File: src/rtl/load_store_unit.sv
// load_store_unit: multi-cycle data-memory access unit with store formatting and load extension
// Ports: i_clk/i_rst clock and async reset; i_memaccess/i_memwrite/i_ldop/i_sop/i_addr/i_wdata
// describe the memory-stage instruction; o_stall/o_done/o_rdata/o_misaligned report to the pipeline;
// o_mem_* and i_mem_* form the request/grant/rvalid data-memory interface.
package lsu_pkg;
    typedef enum logic [2:0] {LB, LH, LW, LBU, LHU} t_ldop;
    typedef enum logic [1:0] {SB, SH, SW} t_sop;
endpackage

module load_store_unit
    import lsu_pkg::*;
(
    input  logic        i_clk,
    input  logic        i_rst,
    input  logic        i_memaccess,
    input  logic        i_memwrite,
    input  t_ldop       i_ldop,
    input  t_sop        i_sop,
    input  logic [31:0] i_addr,
    input  logic [31:0] i_wdata,
    output logic        o_stall,
    output logic        o_done,
    output logic [31:0] o_rdata,
    output logic        o_misaligned,
    output logic        o_mem_req,
    output logic        o_mem_we,
    output logic [31:0] o_mem_addr,
    output logic [3:0]  o_mem_be,
    output logic [31:0] o_mem_wdata,
    input  logic        i_mem_gnt,
    input  logic        i_mem_rvalid,
    input  logic [31:0] i_mem_rdata
);
    typedef enum logic [1:0] {IDLE, REQ, WAIT, DONE} t_state;

    t_state      r_state;
    logic [31:0] r_addr;
    logic        r_we;
    t_ldop       r_ldop;
    logic [3:0]  r_be;
    logic [31:0] r_wdata;
    logic [31:0] r_rdata;

    logic        w_offer;
    logic        w_misaligned;
    logic        w_accept;
    logic [3:0]  w_be;
    logic [31:0] w_wdata;
    logic [7:0]  w_byte;
    logic [15:0] w_half;
    logic [31:0] w_ldata;

    // Gated by reset so the combinational outputs also read 0 while i_rst is high.
    assign w_offer      = ~i_rst & (r_state == IDLE) & i_memaccess;
    assign w_misaligned = i_memwrite ? ((i_sop == SH) & i_addr[0]) | ((i_sop == SW) & (|i_addr[1:0]))
                                     : ((i_ldop == LH | i_ldop == LHU) & i_addr[0]) | ((i_ldop == LW) & (|i_addr[1:0]));
    assign w_accept     = w_offer & ~w_misaligned;

    assign w_be    = ~i_memwrite    ? 4'b1111 :
                     (i_sop == SB)  ? 4'b0001 << i_addr[1:0] :
                     (i_sop == SH)  ? 4'b0011 << {i_addr[1], 1'b0} : 4'b1111;
    assign w_wdata = (i_sop == SB)  ? {4{i_wdata[7:0]}} :
                     (i_sop == SH)  ? {2{i_wdata[15:0]}} : i_wdata;

    assign w_byte  = i_mem_rdata[{r_addr[1:0], 3'b000} +: 8];
    assign w_half  = r_addr[1] ? i_mem_rdata[31:16] : i_mem_rdata[15:0];
    assign w_ldata = (r_ldop == LB)  ? {{24{w_byte[7]}}, w_byte} :
                     (r_ldop == LBU) ? {24'b0, w_byte} :
                     (r_ldop == LH)  ? {{16{w_half[15]}}, w_half} :
                     (r_ldop == LHU) ? {16'b0, w_half} : i_mem_rdata;

    always_ff @(posedge i_clk or posedge i_rst) begin
        if (i_rst) begin
            r_state <= IDLE;
            r_addr  <= '0;
            r_we    <= 1'b0;
            r_ldop  <= LB;
            r_be    <= '0;
            r_wdata <= '0;
            r_rdata <= '0;
        end else begin
            case (r_state)
                IDLE: if (w_accept) begin
                    r_addr  <= i_addr;
                    r_we    <= i_memwrite;
                    r_ldop  <= i_ldop;
                    r_be    <= w_be;
                    r_wdata <= w_wdata;
                    r_state <= REQ;
                end
                REQ: if (i_mem_gnt) r_state <= r_we ? DONE : WAIT;
                WAIT: if (i_mem_rvalid) begin
                    r_rdata <= w_ldata;
                    r_state <= DONE;
                end
                default: r_state <= IDLE;
            endcase
        end
    end

    assign o_stall      = w_accept | (r_state == REQ) | (r_state == WAIT);
    assign o_done       = (r_state == DONE);
    assign o_rdata      = r_rdata;
    assign o_misaligned = w_offer & w_misaligned;
    assign o_mem_req    = (r_state == REQ);
    assign o_mem_we     = (r_state == REQ) & r_we;
    assign o_mem_addr   = {r_addr[31:2], 2'b00};
    assign o_mem_be     = r_be;
    assign o_mem_wdata  = r_wdata;
endmodule

File: config.mk
export PLATFORM = sky130hd
export DESIGN_NAME = load_store_unit
export DESIGN_NICKNAME = d
export VERILOG_FILES = /design/src/rtl/load_store_unit.sv
export SDC_FILE = /design/constraint.sdc
export NUM_CORES = 1
export LEC_CHECK = 0
export BUFFER_PORTS_ARGS = -buffer_cell sky130_fd_sc_hd__buf_4
export CAP_MARGIN = 20
export CORE_MARGIN = 3
export CORE_UTILIZATION = 53
export DETAILED_ROUTE_END_ITERATION = 12
export PLACE_DENSITY = 0.93
export SETUP_SLACK_MARGIN = 0.4
export SLEW_MARGIN = 15
export SYNTH_ARGS = -nofsm -noshare
export SYNTH_HDL_FRONTEND = slang
export SYNTH_SLANG_ARGS = --single-unit
File: constraint.sdc
create_clock -name i_clk -period 6 [get_ports i_clk]
set_input_delay 0.6 -clock i_clk [delete_from_list [all_inputs] [get_ports i_clk]]
set_output_delay 0.6 -clock i_clk [all_outputs]
set_load 0.005 [all_outputs]
---- Word-level counts from Yosys, hierarchy flattened ----
Index checks and enable logic that the tools add are counted.
storage, ports and cells
  output and inout bits ................... 105
  input port bits ......................... 107
  logic and storage cells ................. 63
  register bits after elaboration ......... 106
cells by class
  shift operators ......................... 3
  multiplexer cells ....................... 16
  reduce and logical (&&, ||, !) cells .... 7
  bitwise logic cells ..................... 16
  eq/ne operators ......................... 14
operators with widths
  kind                                                   count
  2-to-1 mux 32 bit                                      6
  variable part select 32 x 6 -> 8 bit                   1
  2-to-1 mux 16 bit                                      1
  2-to-1 mux 4 bit                                       3
  bitwise AND 1 bit                                      9
  equality test 2 bit, second input constant             3
  equality test 3 x 1 -> 1 bit, second input constant    2
  equality test 3 x 2 -> 1 bit, second input constant    2
  equality test 3 bit, second input constant             2
  2-to-1 mux 2 bit                                       3
  case mux 2 bit (3 select lines)                        1
  bitwise OR 1 bit                                       5
  equality test 2 x 1 -> 1 bit, second input constant    2
  logical NOT 2 bit                                      2
  inequality test 2 bit, second input constant           2
  AND reduction 2 bit                                    2
  left shift 1 x 2 -> 4 bit, first input constant        1
  left shift 2 x 2 -> 4 bit, first input constant        1
  logical NOT 3 bit                                      1
  AND reduction 3 bit                                    1
  2-to-1 mux 1 bit                                       2
  inequality test 2 x 1 -> 1 bit, second input constant  1
  inverter 1 bit                                         2
  OR reduction 2 bit                                     1

---- Depth between registers and ports, before layout ----
  depth after elaboration ................. 9
  depth in mapped cells ................... 8
  depth with buffers taken out ............ 7

---- Worst setup path before layout ----
Ideal clock, no wire load.
  kind .................................... input to output
  from .................................... input port i_sop[1]
  to ...................................... output port o_stall
  stages .................................. 6
  setup slack ............................. 3.631 ns
  required time ........................... 5.400 ns
  buffers on the path ..................... 2
  arrival ................................. 1.769 ns
  cell sequence ........................... buf_2 -> o21ai_0 -> o211ai_2 -> a21oi_4 -> buf_6 -> or3_1
between the ends
  word-level cells in the longest chain between the ends .. 8
  elaborated cells between the ends (all ways) .. 10
  classes of those cells .................. eq/ne: 2; mux: 1; bitwise: 7
ends and longest elaborated chain
  element                                                                     line  source
  from (decl)                                                                 18    input t_sop i_sop,
  equality test 2 x 1 -> 1 bit / equality test 2 bit (equally long branches)  55    assign w_misaligned = i_memwrite ? ((i_sop == SH) & i_addr[0]) | ((i_sop == SW) & (|i_addr[1:0]))
  bitwise AND 1 bit                                                           55
  bitwise OR 1 bit *                                                          55
  2-to-1 mux 1 bit *                                                          55
  inverter 1 bit *                                                            57    assign w_accept = w_offer & ~w_misaligned;
  bitwise AND 1 bit *                                                         57
  bitwise OR 1 bit * (2 in series)                                            101   assign o_stall = w_accept | (r_state == REQ) | (r_state == WAIT);
  to (decl)                                                                   21    output logic o_stall,
Mark *: on every way between the ends. The rest lies on a longest branch, timed or not.

---- Worst setup path after layout ----
  from .................................... register r_state[0]
  to ...................................... register r_addr[31]
between the ends
  word-level cells in the longest chain between the ends .. 5
ends and longest elaborated chain
  element                          line    source
  from (decl)                      36      t_state r_state;
  from (signal assigned)           91      REQ: if (i_mem_gnt) r_state <= r_we ? DONE : WAIT;
  logical NOT 2 bit *              54, 82
  bitwise AND 1 bit (2 in series)  54      assign w_offer = ~i_rst & (r_state == IDLE) & i_memaccess;
  bitwise AND 1 bit                57
  AND reduction 2 bit (no line) *  n/a
  to (signal assigned)             84      r_addr <= i_addr;
  to (decl)                        37      logic [31:0] r_addr;
Marked as above.
A chain may end at the register's enable or synchronous reset.

==> results.ini <==
[outcome]
status=finished, final reports clean

[synth]
ys.flop_type=dfrtp_1
ys_seq_elements=106
yosysTopAreaCell=dfrtp_1
syn_area_mm2=0.005547
yosys.area.top_type_share_pct=47.82
seq_area_frac_synth_pct=47.82
synth_top_family_by_area=multiplexers
synth-xor-area-share_pct=0.4737
synth_compound_area_share_pct=11.46
synth-simple-area-share_pct=4.309
synth_mux_area_share_pct=27.09
async_flop_share_pct=100.0
synthCells=449
synthAdderAreaFrac_pct=0.9023
ys_warn_count=0
avgSynthCellArea_um2=12.35
ys_top_cells_by_area=dfrtp_1 48%, mux2_2 9.1%, mux2_4 8.1%
synth_edf_count=0
synth_cell_types=41

[timing]
slew_headroom_pct=28.41
fmax_ghz=0.3892
fin_crit_sh_pct=42.83
fin_setup_tns_ps=0
finalSetupViolCount=0
fin_ws_ps=3431
layout_min_cycle_time_ps=2570
rsz0062_at_grt=false
skew_ps=6.179
hold_violations=0
slew_viol_final=0
worst_pin_slew_ps=1074

[routing]
drt_pre_antenna_iters=5
ant_nets=0
vias=4125
wl_um=13580
avgRoutedWirePerCell_um=18.06
drt_iter0_drc=270
drc=0
viasPerCell=5.485

[clocking]
htree_levels=3
cts.sinks=106
clkTransAtPathRegs_ps=90
post_cts_buffers=0
insertion_delay_ps=350
cts_resized=0
cts_made_buffers=9
cts_hold_buf=0
cts_tree=done
clk_path_buf_depth=2
cts-root-buf=clkbuf_8

[worst_setup_path]
start_kind=register
critPathCaptureType=register
rr_startpoint=r_state[0]$_DFFE_PP0P_
critPathLaunch=r_state[0]$_DFFE_PP0P_
crit_fanout=71
crit_arrival_ps=2810
cp.required_ps=6240
reg2reg_depth=6
worstSetupPathType=reg2reg

[run]
cap_violations=0

[power_and_ir_drop]
intPower_mw=2.345
p_comb_share_pct=45.2
seq_power_share_pct=38.9
p_leak_nw=3.464
p_switching_mw=1.087
clkPwrFrac_pct=15.9
switching_share_pct=31.68
power.density_mw_per_mm2=479.4
peakVddDrop_mv=0.2459

[floorplanning]
die_h_um=108.3
die_w_um=108.3
io_pins=212
start_util_pct=55.72
num_rows=36
core-area_mm2=0.009955
dieArea_mm2=0.01173

[grt]
grt-ovfl-total=0
grt_max_degree=72
grt_antenna_before_repair=0
grt_pass1_wl_um=20980
track_usage_pct=22.83
first_global_vias=4167

[placed_design]
place_area_mm2=0.006893
io_buffers=209
dp.final_hpwl_um=10080
place_ws_ps=3191
gp_congestion=0.8571

[finish]
fin_area_mm2=0.007158
final_nets=726
n_antenna_cell=0
area_growth_pct=29.05
layout-drive-gt1-share_pct=51.37
fin_util_pct=71.91

[hold_path]
min_path_type=in2async

-- cell usage after synthesis (all sizes together) (4+ instances only) --
cell type	number
a21o	8
a21oi	15
buf	50
clkbuf	8
dfrtp	106
ha	4
inv	7
mux2	87
mux2i	23
mux4	8
nand2	11
nor2	22
o21a	25
o21ai	48
-- cell families after synthesis --
group                      count (synthesis)
DFF                                      106
AOI/OAI and AO/OA                        102
buffers and inverters                     65
and+or+nand+nor                           50
other                                      1
adders and majority gates                  4
muxes                                    118
xor gates and xnor gates                   3
-- worst max-delay path, stage by stage (launching register included) --
cell and delay, ps:
dfrtp_1 420, inv_1 90, ha_1 210, nand3b_1 240
a21oi_4 190, buf_4 800, mux2_2 410
-- power by group through the flow --
stage | Sequential, mW | Clock (mW) | Combinational, mW
4_1_cts | 1.33 | 0.562 | 1.56
2_1_floorplan | 1.27 | 0 | 1.00
6_report | 1.33 | 0.547 | 1.55
5_1_grt | 1.38 | 0.595 | 1.67
3_5_place_dp | 1.34 | 0 | 1.56
3_3_place_gp | 1.32 | 0 | 1.50
-- final cells by class --
type	count	area, um2
clock inverter	6	130.1
clock buffer	9	123.9
timing repair buffer	212	1595
multi-input combinational	279	2461
fill	652	2796
tap	133	166.4
sequential	106	2653
inverter	7	28.78
-- final timing paths --
kind	to	slack, ps
worst max-delay path	r_addr[31]$_DFFE_PP0P_	3430
worst min-delay path	r_addr[25]$_DFFE_PP0P_	290
worst max register to register	r_addr[31]$_DFFE_PP0P_	3430
worst min register to register	o_rdata[0]$_DFFE_PP0P_	490
max in group asynchronous	r_addr[16]$_DFFE_PP0P_	4520
min in group i_clk	r_addr[27]$_DFFE_PP0P_	460
-- sequential cells by signal, indices dropped and copies added (netlist names) --
name	cells
r_we	1
r_addr	32
o_mem_be	4
r_ldop	3
r_state	2
o_rdata	32
o_mem_wdata	32
-- per-layer routing --
layer	global-route usage (%)	wire length, um	part of all wire (%)
met3	5.791	1077	7.9
met2	39.39	7098	52
met4	6.312	196	1.4
met1	28.62	5212	38
met5	0	0	0
-- per-stage QoR --
stage | hold WS, ps | power, mW | cells
floorplan | 459.4 | 2.270 | 450
global placement | 461.2 | 2.820 | 736
detailed placement | 469.5 | 2.900 | 736
CTS | 297.5 | 3.456 | 751
global route | 310.5 | 3.647 | 752
finish | 293.0 | 3.432 | 752
-- placed cells by master (no fill, tap or decap), types with 3 or more instances in the layout --
cell type  Yosys  final
bufinv_16      0      4
inv_1          7      6
a21oi_1       13     13
o21ai_0       45     45
mux4_2         8      8
mux2_2        45     45
mux2i_1       23     23
ha_1           4      4
nand2_1       11     11
nor2_1        22     22
mux2_1        12     12
a21o_1         8      8
clkbuf_8       0      9
o21a_1        25     25
dfrtp_1      106    106
buf_4         33    211
nor3_1         3      3
mux2_4        30     30
No activity file was read; power rests on OpenSTA's default activity.
